$ cat src/rtl/usb_pack_pkg.sv
// usb_pack_pkg: definitions shared by the uplink framer (usb_pack_tx) and
// the downlink cache parser, so both sides agree on the packet header.
//
// Header word layout: {HDR_MARK_HI, type_field[15:0], HDR_MARK_LO}
//   type 1 -> 16'h0000, 2 -> 16'h000a, 3 -> 16'h0aaa,
//   type 4 -> 16'haaaa, 5 -> 16'h00aa
package usb_pack_pkg;

  // Packet type codes carried on req_type.
  typedef enum logic [2:0] {
    PT_CA = 3'd1,
    PT_2  = 3'd2,
    PT_3  = 3'd3,
    PT_4  = 3'd4,
    PT_5  = 3'd5
  } pkt_type_e;

  // 16-bit header field for each packet type.
  localparam logic [15:0] HF_CA = 16'h0000;
  localparam logic [15:0] HF_2  = 16'h000a;
  localparam logic [15:0] HF_3  = 16'h0aaa;
  localparam logic [15:0] HF_4  = 16'haaaa;
  localparam logic [15:0] HF_5  = 16'h00aa;

  // Framing marks; HDR_MASK selects the bytes that identify a header word.
  localparam logic [7:0]  HDR_MARK_HI = 8'hFF;
  localparam logic [7:0]  HDR_MARK_LO = 8'hAA;
  localparam logic [31:0] HDR_MASK    = 32'hFF0000FF;

  // Framer states.
  typedef enum logic [2:0] {
    ST_IDLE,
    ST_HDR,
    ST_PAY,
    ST_END,
    ST_GAP
  } state_e;

  // True for the five defined packet types.
  function automatic logic type_valid(input logic [2:0] t);
    return (t >= PT_CA) && (t <= PT_5);
  endfunction

  // Header field lookup; undefined types map to zero (never framed).
  function automatic logic [15:0] type_field(input logic [2:0] t);
    logic [15:0] f;
    case (t)
      PT_CA:   f = HF_CA;
      PT_2:    f = HF_2;
      PT_3:    f = HF_3;
      PT_4:    f = HF_4;
      PT_5:    f = HF_5;
      default: f = 16'h0000;
    endcase
    return f;
  endfunction

  // Complete 32-bit header word for a packet type.
  function automatic logic [31:0] build_header(input logic [2:0] t);
    return {HDR_MARK_HI, type_field(t), HDR_MARK_LO};
  endfunction

  // Used by the downlink parser to spot a header word in the stream.
  function automatic logic is_header(input logic [31:0] w);
    return (w & HDR_MASK) == {HDR_MARK_HI, 16'h0000, HDR_MARK_LO};
  endfunction

endpackage

$ cat src/rtl/usb_pack_tx.sv
// usb_pack_tx: uplink packet framer, FPGA -> FX3 slave FIFO.
//
// Takes a packet request (type, length) and a 32-bit payload stream, and
// writes one header word, then the payload words, then (optionally) a
// one-cycle PKTEND strobe, followed by a single turnaround cycle.
//
// Ports:
//   wrclock        in   FX3 PCLK, the only clock
//   rst_n          in   synchronous active-low reset
//   req_valid      in   packet request present
//   req_ready      out  high in IDLE only
//   req_type       in   [2:0] packet type, 1..5
//   req_len        in   [8:0] payload words, 1..MAX_LEN
//   src_data       in   [31:0] payload word
//   src_valid      in   payload word present
//   src_ready      out  payload word consumed on src_valid && src_ready
//   USB3_FLAGB     in   FX3 write FIFO has space
//   USB3_DATA      out  [31:0] write data (registered)
//   USB3_SLWR_N    out  write strobe, active-low (registered)
//   USB3_PKTEND_N  out  packet-end strobe, active-low (registered)
//   busy           out  not in IDLE
//   err            out  one-cycle pulse when a request is rejected
//
// Payload words are not escaped: the producer must not start a payload with
// a word that looks like a header (see is_header in the package).
module usb_pack_tx
  import usb_pack_pkg::*;
#(
  parameter int unsigned MAX_LEN   = 256,
  parameter bit          PKTEND_EN = 1'b1
) (
  input  logic        wrclock,
  input  logic        rst_n,
  input  logic        req_valid,
  output logic        req_ready,
  input  logic [2:0]  req_type,
  input  logic [8:0]  req_len,
  input  logic [31:0] src_data,
  input  logic        src_valid,
  output logic        src_ready,
  input  logic        USB3_FLAGB,
  output logic [31:0] USB3_DATA,
  output logic        USB3_SLWR_N,
  output logic        USB3_PKTEND_N,
  output logic        busy,
  output logic        err
);

  state_e      state_q, state_d;
  logic [31:0] data_q, data_d;
  logic        slwr_n_q, slwr_n_d;
  logic        pktend_n_q, pktend_n_d;
  logic        err_q, err_d;
  logic [2:0]  type_q, type_d;
  logic [8:0]  len_q, len_d;
  logic [8:0]  cnt_q, cnt_d;
  logic        req_ok;

  // A request is framed only if both its type and its length are legal.
  assign req_ok = type_valid(req_type) && (req_len != 9'd0) &&
                  (32'(req_len) <= MAX_LEN);

  assign req_ready     = (state_q == ST_IDLE);
  assign busy          = (state_q != ST_IDLE);
  assign USB3_DATA     = data_q;
  assign USB3_SLWR_N   = slwr_n_q;
  assign USB3_PKTEND_N = pktend_n_q;
  assign err           = err_q;

  always_comb begin
    // NOTE: every signal gets a default before the case so that no path
    // leaves one unassigned, which would infer a latch.
    state_d    = state_q;
    data_d     = data_q;
    slwr_n_d   = 1'b1;
    pktend_n_d = 1'b1;
    err_d      = 1'b0;
    type_d     = type_q;
    len_d      = len_q;
    cnt_d      = cnt_q;
    src_ready  = 1'b0;

    case (state_q)
      ST_IDLE: begin
        if (req_valid) begin
          if (req_ok) begin
            type_d  = req_type;
            len_d   = req_len;
            cnt_d   = 9'd0;
            state_d = ST_HDR;
          end else begin
            err_d = 1'b1;
          end
        end
      end

      ST_HDR: begin
        // The header waits for FIFO space for as long as it takes.
        if (USB3_FLAGB) begin
          data_d   = build_header(type_q);
          slwr_n_d = 1'b0;
          state_d  = ST_PAY;
        end
      end

      ST_PAY: begin
        // FLAGB gates src_ready directly, so a word is never taken in a
        // cycle where the FIFO has no room for it.
        src_ready = USB3_FLAGB && (cnt_q < len_q);
        if (src_ready && src_valid) begin
          data_d   = src_data;
          slwr_n_d = 1'b0;
          cnt_d    = cnt_q + 9'd1;
          if (cnt_q + 9'd1 == len_q) state_d = ST_END;
        end
      end

      ST_END: begin
        pktend_n_d = ~PKTEND_EN;
        state_d    = ST_GAP;
      end

      ST_GAP: begin
        // One cycle with all strobes high for FX3 bus turnaround.
        state_d = ST_IDLE;
      end

      default: state_d = ST_IDLE;
    endcase
  end

  always_ff @(posedge wrclock) begin
    if (!rst_n) begin
      state_q    <= ST_IDLE;
      data_q     <= 32'h0;
      slwr_n_q   <= 1'b1;
      pktend_n_q <= 1'b1;
      err_q      <= 1'b0;
      type_q     <= 3'd0;
      len_q      <= 9'd0;
      cnt_q      <= 9'd0;
    end else begin
      // NOTE: non-blocking assignments so every register samples the values
      // from before this edge, independent of statement order.
      state_q    <= state_d;
      data_q     <= data_d;
      slwr_n_q   <= slwr_n_d;
      pktend_n_q <= pktend_n_d;
      err_q      <= err_d;
      type_q     <= type_d;
      len_q      <= len_d;
      cnt_q      <= cnt_d;
    end
  end

endmodule

$ cat config.mk
export PLATFORM = sky130hd
export DESIGN_NAME = usb_pack_tx
export DESIGN_NICKNAME = d
export VERILOG_FILES = /design/src/rtl/usb_pack_pkg.sv /design/src/rtl/usb_pack_tx.sv
export SDC_FILE = /design/constraint.sdc
export NUM_CORES = 1
export LEC_CHECK = 0
export ABC_AREA = 1
export CAP_MARGIN = 10
export CORE_MARGIN = 2
export CORE_UTILIZATION = 30
export DETAILED_ROUTE_END_ITERATION = 10
export PLACE_DENSITY = 0.59
export SLEW_MARGIN = 20
export SYNTH_ARGS = -nofsm -noshare
export SYNTH_HDL_FRONTEND = slang
export SYNTH_SLANG_ARGS = --single-unit
$ cat constraint.sdc
create_clock -name wrclock -period 2.7 [get_ports wrclock]
set_input_delay 0.54 -clock wrclock [delete_from_list [all_inputs] [get_ports wrclock]]
set_output_delay 0.54 -clock wrclock [all_outputs]
set_load 0.1 [all_outputs]
==> results of run 1 <==
-- power by group through the flow --
stage | clock network (W) | registers, W | logic, W
2_1_floorplan | 0 | 0.00241 | 0.000900
6_report | 0.000826 | 0.00120 | 0.00263
3_3_place_gp | 0 | 0.00121 | 0.00263
4_1_cts | 0.000843 | 0.00120 | 0.00265
3_5_place_dp | 0 | 0.00121 | 0.00264
5_1_grt | 0.000892 | 0.00122 | 0.00278
-- worst min path at each step --
stage	start	endpoint	slack [ns]	depth (start not counted)
2_1_floorplan	type_q[1]	type_q[1]	0.46	2
3_3_place_gp	USB3_DATA[10]	USB3_DATA[10]	0.46	2
3_5_place_dp	USB3_DATA[6]	USB3_DATA[6]	0.46	2
4_1_cts	USB3_DATA[6]	USB3_DATA[6]	0.47	2
5_1_grt	USB3_DATA[6]	USB3_DATA[6]	0.49	2
6_report	USB3_DATA[18]	USB3_DATA[18]	0.47	2
-- registers in the layout (all words and copies together) (netlist names) --
register and count:
USB3_DATA 32, type_q 3, len_q 9, USB3_PKTEND_N 1
err 1, cnt_q 9, USB3_SLWR_N 1, state_q 3
-- cells in the mapped netlist --
master | number | area share
nor2_2 | 1 | 0.0021
inv_1 | 33 | 0.041
nor2_1 | 59 | 0.074
nand3_2 | 1 | 0.0034
a21oi_1 | 41 | 0.069
and3_1 | 1 | 0.0021
clkbuf_1 | 11 | 0.014
nor3_1 | 4 | 0.0067
dfxtp_1 | 59 | 0.40
o21ai_0 | 33 | 0.055
nand2_2 | 3 | 0.0063
buf_2 | 3 | 0.0050
nand3_1 | 25 | 0.042
nor2_4 | 1 | 0.0038
nor3_2 | 12 | 0.040
and2_1 | 1 | 0.0021
o21bai_1 | 3 | 0.0075
ha_1 | 10 | 0.042
nand3b_1 | 1 | 0.0025
buf_6 | 3 | 0.011
nand4_1 | 6 | 0.013
inv_2 | 3 | 0.0038
o2111ai_1 | 12 | 0.035
nand2_1 | 92 | 0.12
buf_4 | 3 | 0.0075
-- final cells by class --
cell class,count,share of cell area
flip-flops and latches,59,0.2879
well taps,133,0.04056
inverters,36,0.03294
repair buffers,96,0.2080
clock inverters,7,0.01860
clock buffers,9,0.03019
multi-input cells,306,0.3818
-- cells by family after synthesis --
logic type               share of synthesized area
flip-flops                                  0.3953
buffers and inverters                      0.08291
AO/OA/AOI/OAI                               0.1667
adder cells (fa/ha/maj)                    0.04188
AND/OR/NAND/NOR                             0.3132
-- worst reg2reg max path, stage by stage, from the launching register on --
cell and delay [ns]:
dfxtp_1 0.48, ha_1 0.31, a21oi_1 0.13, nand2_1 0.07, nand2_1 0.06, nand2_1 0.07, nand2_1 0.08, nand3_1 0.12
nand2_2 0.11, nand3_2 0.12, inv_2 0.32, o21ai_0 0.16, nor2_1 0.09
-- per-stage QoR --
stage,cells,worst slack (ns)
3_5_place_dp,630,0.3413
4_1_cts,646,0.2173
5_1_grt,646,0.06189
6_report,646,0.2299
2_1_floorplan,421,0.3727
3_3_place_gp,630,0.3480
-- layer usage --
layer  vias to the layer above  global-route usage
met5                         -                   0
met4                         0             0.06274
met3                        11             0.05601
met2                        74              0.2725
met1                      1347              0.1799
li1                       1575                   -
==> results by group, run 1 <==
Run status
  • Status: finished clean

Final layout
  • Commonest non-fill, non-tap cell in the layout: nand2_1
  • Number of fill cells: 1043
  • Final Util: 0.4217
  • Layout cells sized above 1: 0.1676
  • Most frequent cells in the layout: nand2_1, dfxtp_1, nor2_1
  • Area taken by flip-flops and latches: 0.001181 mm^2
  • Multi-input logic area: 0.001567 mm^2
  • Final nets: 567
  • Final instance area: 0.004103 mm^2
  • ANT cells: 0
  • Synth-to-layout area growth: 37.31%

Drt
  • Final antenna-violating net count: 0
  • Final WL: 8283 um
  • DR pass1 iterations: 4
  • Drt drc: 0
  • Initial drt markers: 97
  • Max Used Layer: met4
  • Met2 Wirelength: 3937 um
  • Wire length on met1: 3574 um
  • DR WL/cell: 12.82 um
  • Met3 wire length: 631 um
  • Via/cell ratio: 4.655
  • Vias: 3007

Place
  • Final Wtd Congestion: 0.8354
  • Area post-placement: 0.003902 mm^2
  • DP HPWL: 6224 um
  • Buffers on Ports: 86

Clock tree
  • Clock sinks: 59
  • CTS buffer count: 9
  • Hold buffers post-CTS: 0
  • CTS root buf: clkbuf_8
  • Post-cts resize count: 0
  • Clock tree buffer depth: 2
  • CTS tree: done
  • Clock Latency Late Sink: 0.34 ns
  • H-tree Lvls: 3
  • Post-CTS Setup Bufs: 0
  • Clock-pin slew on the worst setup and hold paths: 0.07 ns

Critical path
  • Crit path kind: reg2out
  • Slowest CP cell: dfxtp_1
  • Worst r2r dst: USB3_DATA[28]
  • Worst setup EP type: primary output
  • Crit-path max cell delay: 0.48 ns
  • Worst r2r src: cnt_q[2]
  • Crit path cell chain: ha_1 -> a21oi_1 -> nand2_1 -> nand2_1 -> nand2_1 -> nand2_1 -> nand2_1 -> nor2_4 -> buf_12
  • Crit path depth: 9
  • Req. time, crit path: 2.16 ns
  • Crit path max fanout: 8
  • Worst EP arrival: 1.93 ns
  • Reg2reg path depth: 12
  • Worst setup SP type: flop
  • Critical Path End: src_ready
  • Critical path startpoint: cnt_q[2]
  • Worst R2R Setup Slack: 0.53 ns
  • Most numerous cell on the critical path: nand2_1
  • CP top delay family: simple AND/OR/NAND/NOR gates
  • Worst Path Buf+Inv: 1

Timing
  • Final min period: 2.470 ns
  • RSZ-0062 raised after global routing: false
  • Slew HR: 0.5233
  • Hold WS: 0.4678 ns
  • Final-report max-slew violation count: 0
  • Final clock skew: 0.01084 ns
  • Slew @ Worst Pin: 0.7143 ns
  • Period utilisation layout: 0.9149
  • Post-Route Setup TNS: 0 ns
  • Final Hold Vio Count: 0
  • Fmax achieved: 0.4048 GHz
  • Final setup vio count: 0

Synth
  • Mapped Avg Cell Area: 7.097 um^2
  • Synthesized instance count: 421
  • Post-synthesis cell type count: 25
  • Syn_nets: 480
  • Cell Area, Synth: 0.002988 mm^2
  • Sequential area share after synthesis: 0.3953
  • Synth warn: 0
  • Number of synthesized register bits: 59

Die
  • IO Pins: 87
  • Chip height: 103.8 um
  • Site row count: 36
  • Die area: 0.01077 mm^2
  • Die Width: 103.8 um
  • Core area: 0.009729 mm^2
  • Initial Util: 0.3071

Power
  • Leakage power: 1.706 nW
  • Combinational Power Share: 0.565
  • Pwr per Cell Area: 1133 mW/mm^2
  • Seq pwr share: 0.257
  • Clk pwr share: 0.178
  • Final Power: 0.004647 W
  • Sw Share: 0.5525
  • P_int: 0.002079 W
  • Net Switching: 0.002567 W
  • Max VDD drop: 890.8 uV

GRT
  • Largest net degree at the start of global routing: 26
  • First-pass GRT wire length: 13990 um
  • Global Route Usage Sum: 0.1586
  • Vias in the first global route: 3000
  • Total grt overflow: 0
  • Initial antenna violation count: 0

Flow run
  • Max-Cap Viols: 0

Min path
  • Hold WC Path Type: reg2reg
Note: power is estimated with default switching activity, not from simulation.
==> inputs of run 2 (changes only) <==
--- a/config.mk
+++ b/config.mk
@@ -7,6 +7,7 @@
 export LEC_CHECK = 0
 export ABC_AREA = 1
 export CAP_MARGIN = 10
+export CORE_ASPECT_RATIO = 1.4
 export CORE_MARGIN = 2
 export CORE_UTILIZATION = 30
 export DETAILED_ROUTE_END_ITERATION = 10
==> run 2 against run 1 <==
Global-route usage grew 1.3 points. Critical path depth stayed put. Final cell count increased by 0.15%. Sequential share of layout area decreased by 0.79 points. Wire length is 6.3% higher. Worst setup slack better by 0.066 ns. First-iteration DRC count is 60% higher. Power up 7.6%. Non-clock buffer count unchanged. Design area is 2.8% higher. Count of clock-buffer cells in the layout up 5. Register-to-register slack improved by 0.07 ns. Critical path type unchanged.
==> results by group, run 2 (synthesis results as in run 1) <==
Place
  • DP HPWL: 6739 um (was 6224 um)
  • Final Wtd Congestion: 0.9473 (was 0.8354)
  • Area post-placement: 0.003905 mm^2 (was 0.003902 mm^2)
  • Buffers on Ports: 86 (unchanged)

Final layout
  • Number of fill cells: 1043 (unchanged)
  • Final nets: 567 (unchanged)
  • Largest register FFs: 32 (unchanged)
  • ANT cells: 0 (unchanged)
  • Final instance area: 0.004219 mm^2 (was 0.004103 mm^2)
  • Synth-to-layout area growth: 41.21% (was 37.31%)
  • Commonest non-fill, non-tap cell in the layout: nand2_1 (unchanged)
  • Layout cells sized above 1: 0.1641 (was 0.1676)
  • Most frequent cells in the layout: nand2_1, dfxtp_1, nor2_1 (unchanged)

GRT
  • Vias in the first global route: 2986 (was 3000)
  • First-pass GRT wire length: 14120 um (was 13990 um)
  • Initial antenna violation count: 0 (unchanged)
  • Total grt overflow: 0 (unchanged)
  • Largest net degree at the start of global routing: 38 (was 26)
  • Global Route Usage Sum: 0.1718 (was 0.1586)

Timing
  • Final-report max-slew violation count: 0 (unchanged)
  • Slew @ Worst Pin: 0.6426 ns (was 0.7143 ns)
  • Period utilisation layout: 0.8905 (was 0.9149)
  • Post-Route Setup TNS: 0 ns (unchanged)
  • Final clock skew: 0.006536 ns (was 0.01084 ns)
  • Final setup vio count: 0 (unchanged)
  • Final Hold Vio Count: 0 (unchanged)
  • Slew HR: 0.5711 (was 0.5233)
  • RSZ-0062 raised after global routing: false (unchanged)
  • Fmax achieved: 0.4159 GHz (was 0.4048 GHz)
  • Final min period: 2.404 ns (was 2.470 ns)

Critical path
  • Worst setup SP type: flop (unchanged)
  • Crit path max fanout: 4 (was 8)
  • CP top delay family: simple AND/OR/NAND/NOR gates (unchanged)
  • Worst setup EP type: primary output (unchanged)
  • Worst EP arrival: 1.86 ns (was 1.93 ns)
  • Req. time, crit path: 2.16 ns (about the same)
  • Slowest CP cell: dfxtp_1 (unchanged)
  • Crit-path max cell delay: 0.35 ns (was 0.48 ns)
  • Crit path cell chain: inv_1 -> ha_1 -> nand2_1 -> nand2_1 -> nor2_1 -> and3_1 -> nand2_1 -> nor2_4 -> buf_12 (was ha_1 -> a21oi_1 -> nand2_1 -> nand2_1 -> nand2_1 -> nand2_1 -> nand2_1 -> nor2_4 -> buf_12)
  • Most numerous cell on the critical path: nand2_1 (unchanged)
  • Worst Path Buf+Inv: 2 (was 1)
  • Crit path kind: reg2out (unchanged)

Clock tree
  • Post-CTS Setup Bufs: 0 (unchanged)
  • H-tree Lvls: 3 (unchanged)
  • Clock sinks: 59 (unchanged)
  • Hold buffers post-CTS: 0 (unchanged)
  • Clock tree buffer depth: 2 (unchanged)
  • Post-cts resize count: 0 (unchanged)
  • CTS buffer count: 9 (unchanged)
  • Clock-pin slew on the worst setup and hold paths: 0.05 ns (was 0.07 ns)
  • Clock Latency Late Sink: 0.33 ns (was 0.34 ns)
  • CTS tree: done (unchanged)
  • CTS root buf: clkbuf_16 (was clkbuf_8)

Run status
  • Status: finished clean (unchanged)

Die
  • Chip height: 122.1 um (was 103.8 um)
  • Initial Util: 0.3051 (was 0.3071)
  • Die Width: 88.35 um (was 103.8 um)
  • Site row count: 43 (was 36)
  • IO Pins: 87 (unchanged)
  • Core area: 0.009792 mm^2 (was 0.009729 mm^2)
  • Die area: 0.01079 mm^2 (was 0.01077 mm^2)

Drt
  • Initial drt markers: 155 (was 97)
  • Drt drc: 0 (unchanged)
  • Final antenna-violating net count: 0 (unchanged)
  • Final WL: 8806 um (was 8283 um)
  • DR pass1 iterations: 4 (unchanged)
  • Via/cell ratio: 4.793 (was 4.655)
  • DR WL/cell: 13.61 um (was 12.82 um)
  • Vias: 3101 (was 3007)

Power
  • Leakage power: 1.765 nW (was 1.706 nW)
  • Max VDD drop: 817.9 uV (was 890.8 uV)
  • Pwr per Cell Area: 1185 mW/mm^2 (was 1133 mW/mm^2)

Min path
  • Hold WC Path Type: reg2reg (unchanged)

Flow run
  • Max-Cap Viols: 0 (unchanged)
[run 2: changes by cell type in the layout (fill, tap and decap cells not counted)]
cell	previous run	this run
clkinv_2	1	0
clkbuf_16	0	9
clkinv_4	1	0
clkbuf_1	0	1
inv_6	2	0
clkbuf_8	9	4
clkinvlp_4	2	0
[run 2: per-layer routing]
layer | global-route usage | up-vias | share of wire
li1 | - | 1580 | -
met1 | 0.1842 | 1398 | 0.38
met2 | 0.2989 | 105 | 0.51
met3 | 0.05691 | 18 | 0.077
met4 | 0.08049 | 0 | 0.028
met5 | 0 | - | 0
[run 2: worst paths after layout]
| path | start | to | slack, ns | cells past startpoint |
|---|---|---|---|---|
| worst min-delay path | USB3_DATA[6] | USB3_DATA[6] | 0.46 | 2 |
| worst max register to register | len_q[8] | USB3_DATA[31] | 0.60 | 12 |
| worst min register to register | USB3_DATA[6] | USB3_DATA[6] | 0.46 | 2 |
| worst max-delay path | len_q[8] | src_ready | 0.30 | 9 |
[run 2: area by class of cell]
type	count	area (um^2)	area share
repair buffers	96	853.3	0.2023
well taps	135	168.9	0.04004
flip-flops and latches	59	1181	0.2800
multi-input cells	306	1567	0.3713
clock buffers	14	284.0	0.06732
inverters	36	135.1	0.03203
clock inverters	1	30.03	0.007117
[run 2: worst register-to-register path: cells and delay by family (launching register included)]
kind,cells,cell delay [ns]
AO/OA/AOI/OAI,1,0.14
buffers and inverters,2,0.40
AND/OR/NAND/NOR,8,0.80
flip-flops,1,0.35
adder cells (fa/ha/maj),1,0.34
[run 2: report_power, final]
group	internal, W	total (W)	switching (W)
Clock	0.000809	0.00119	0.000378
Combinational	0.000566	0.00261	0.00204
Sequential	0.00108	0.00120	0.000121
[run 2: stage by stage]
stage                     utilization  hold WS, ns  worst slack [ns]  instances  power [W]
after floorplan                     -       0.4579            0.3727        421   0.003308
final                          0.4309       0.4628            0.2958        647   0.005000
after CTS                      0.4309       0.4643            0.2739        647   0.005064
after global placement         0.3988       0.4544            0.3456        632   0.003834
after global routing           0.4309       0.4854            0.1338        647   0.005261
after detailed placement       0.3988       0.4566            0.2726        632   0.003847
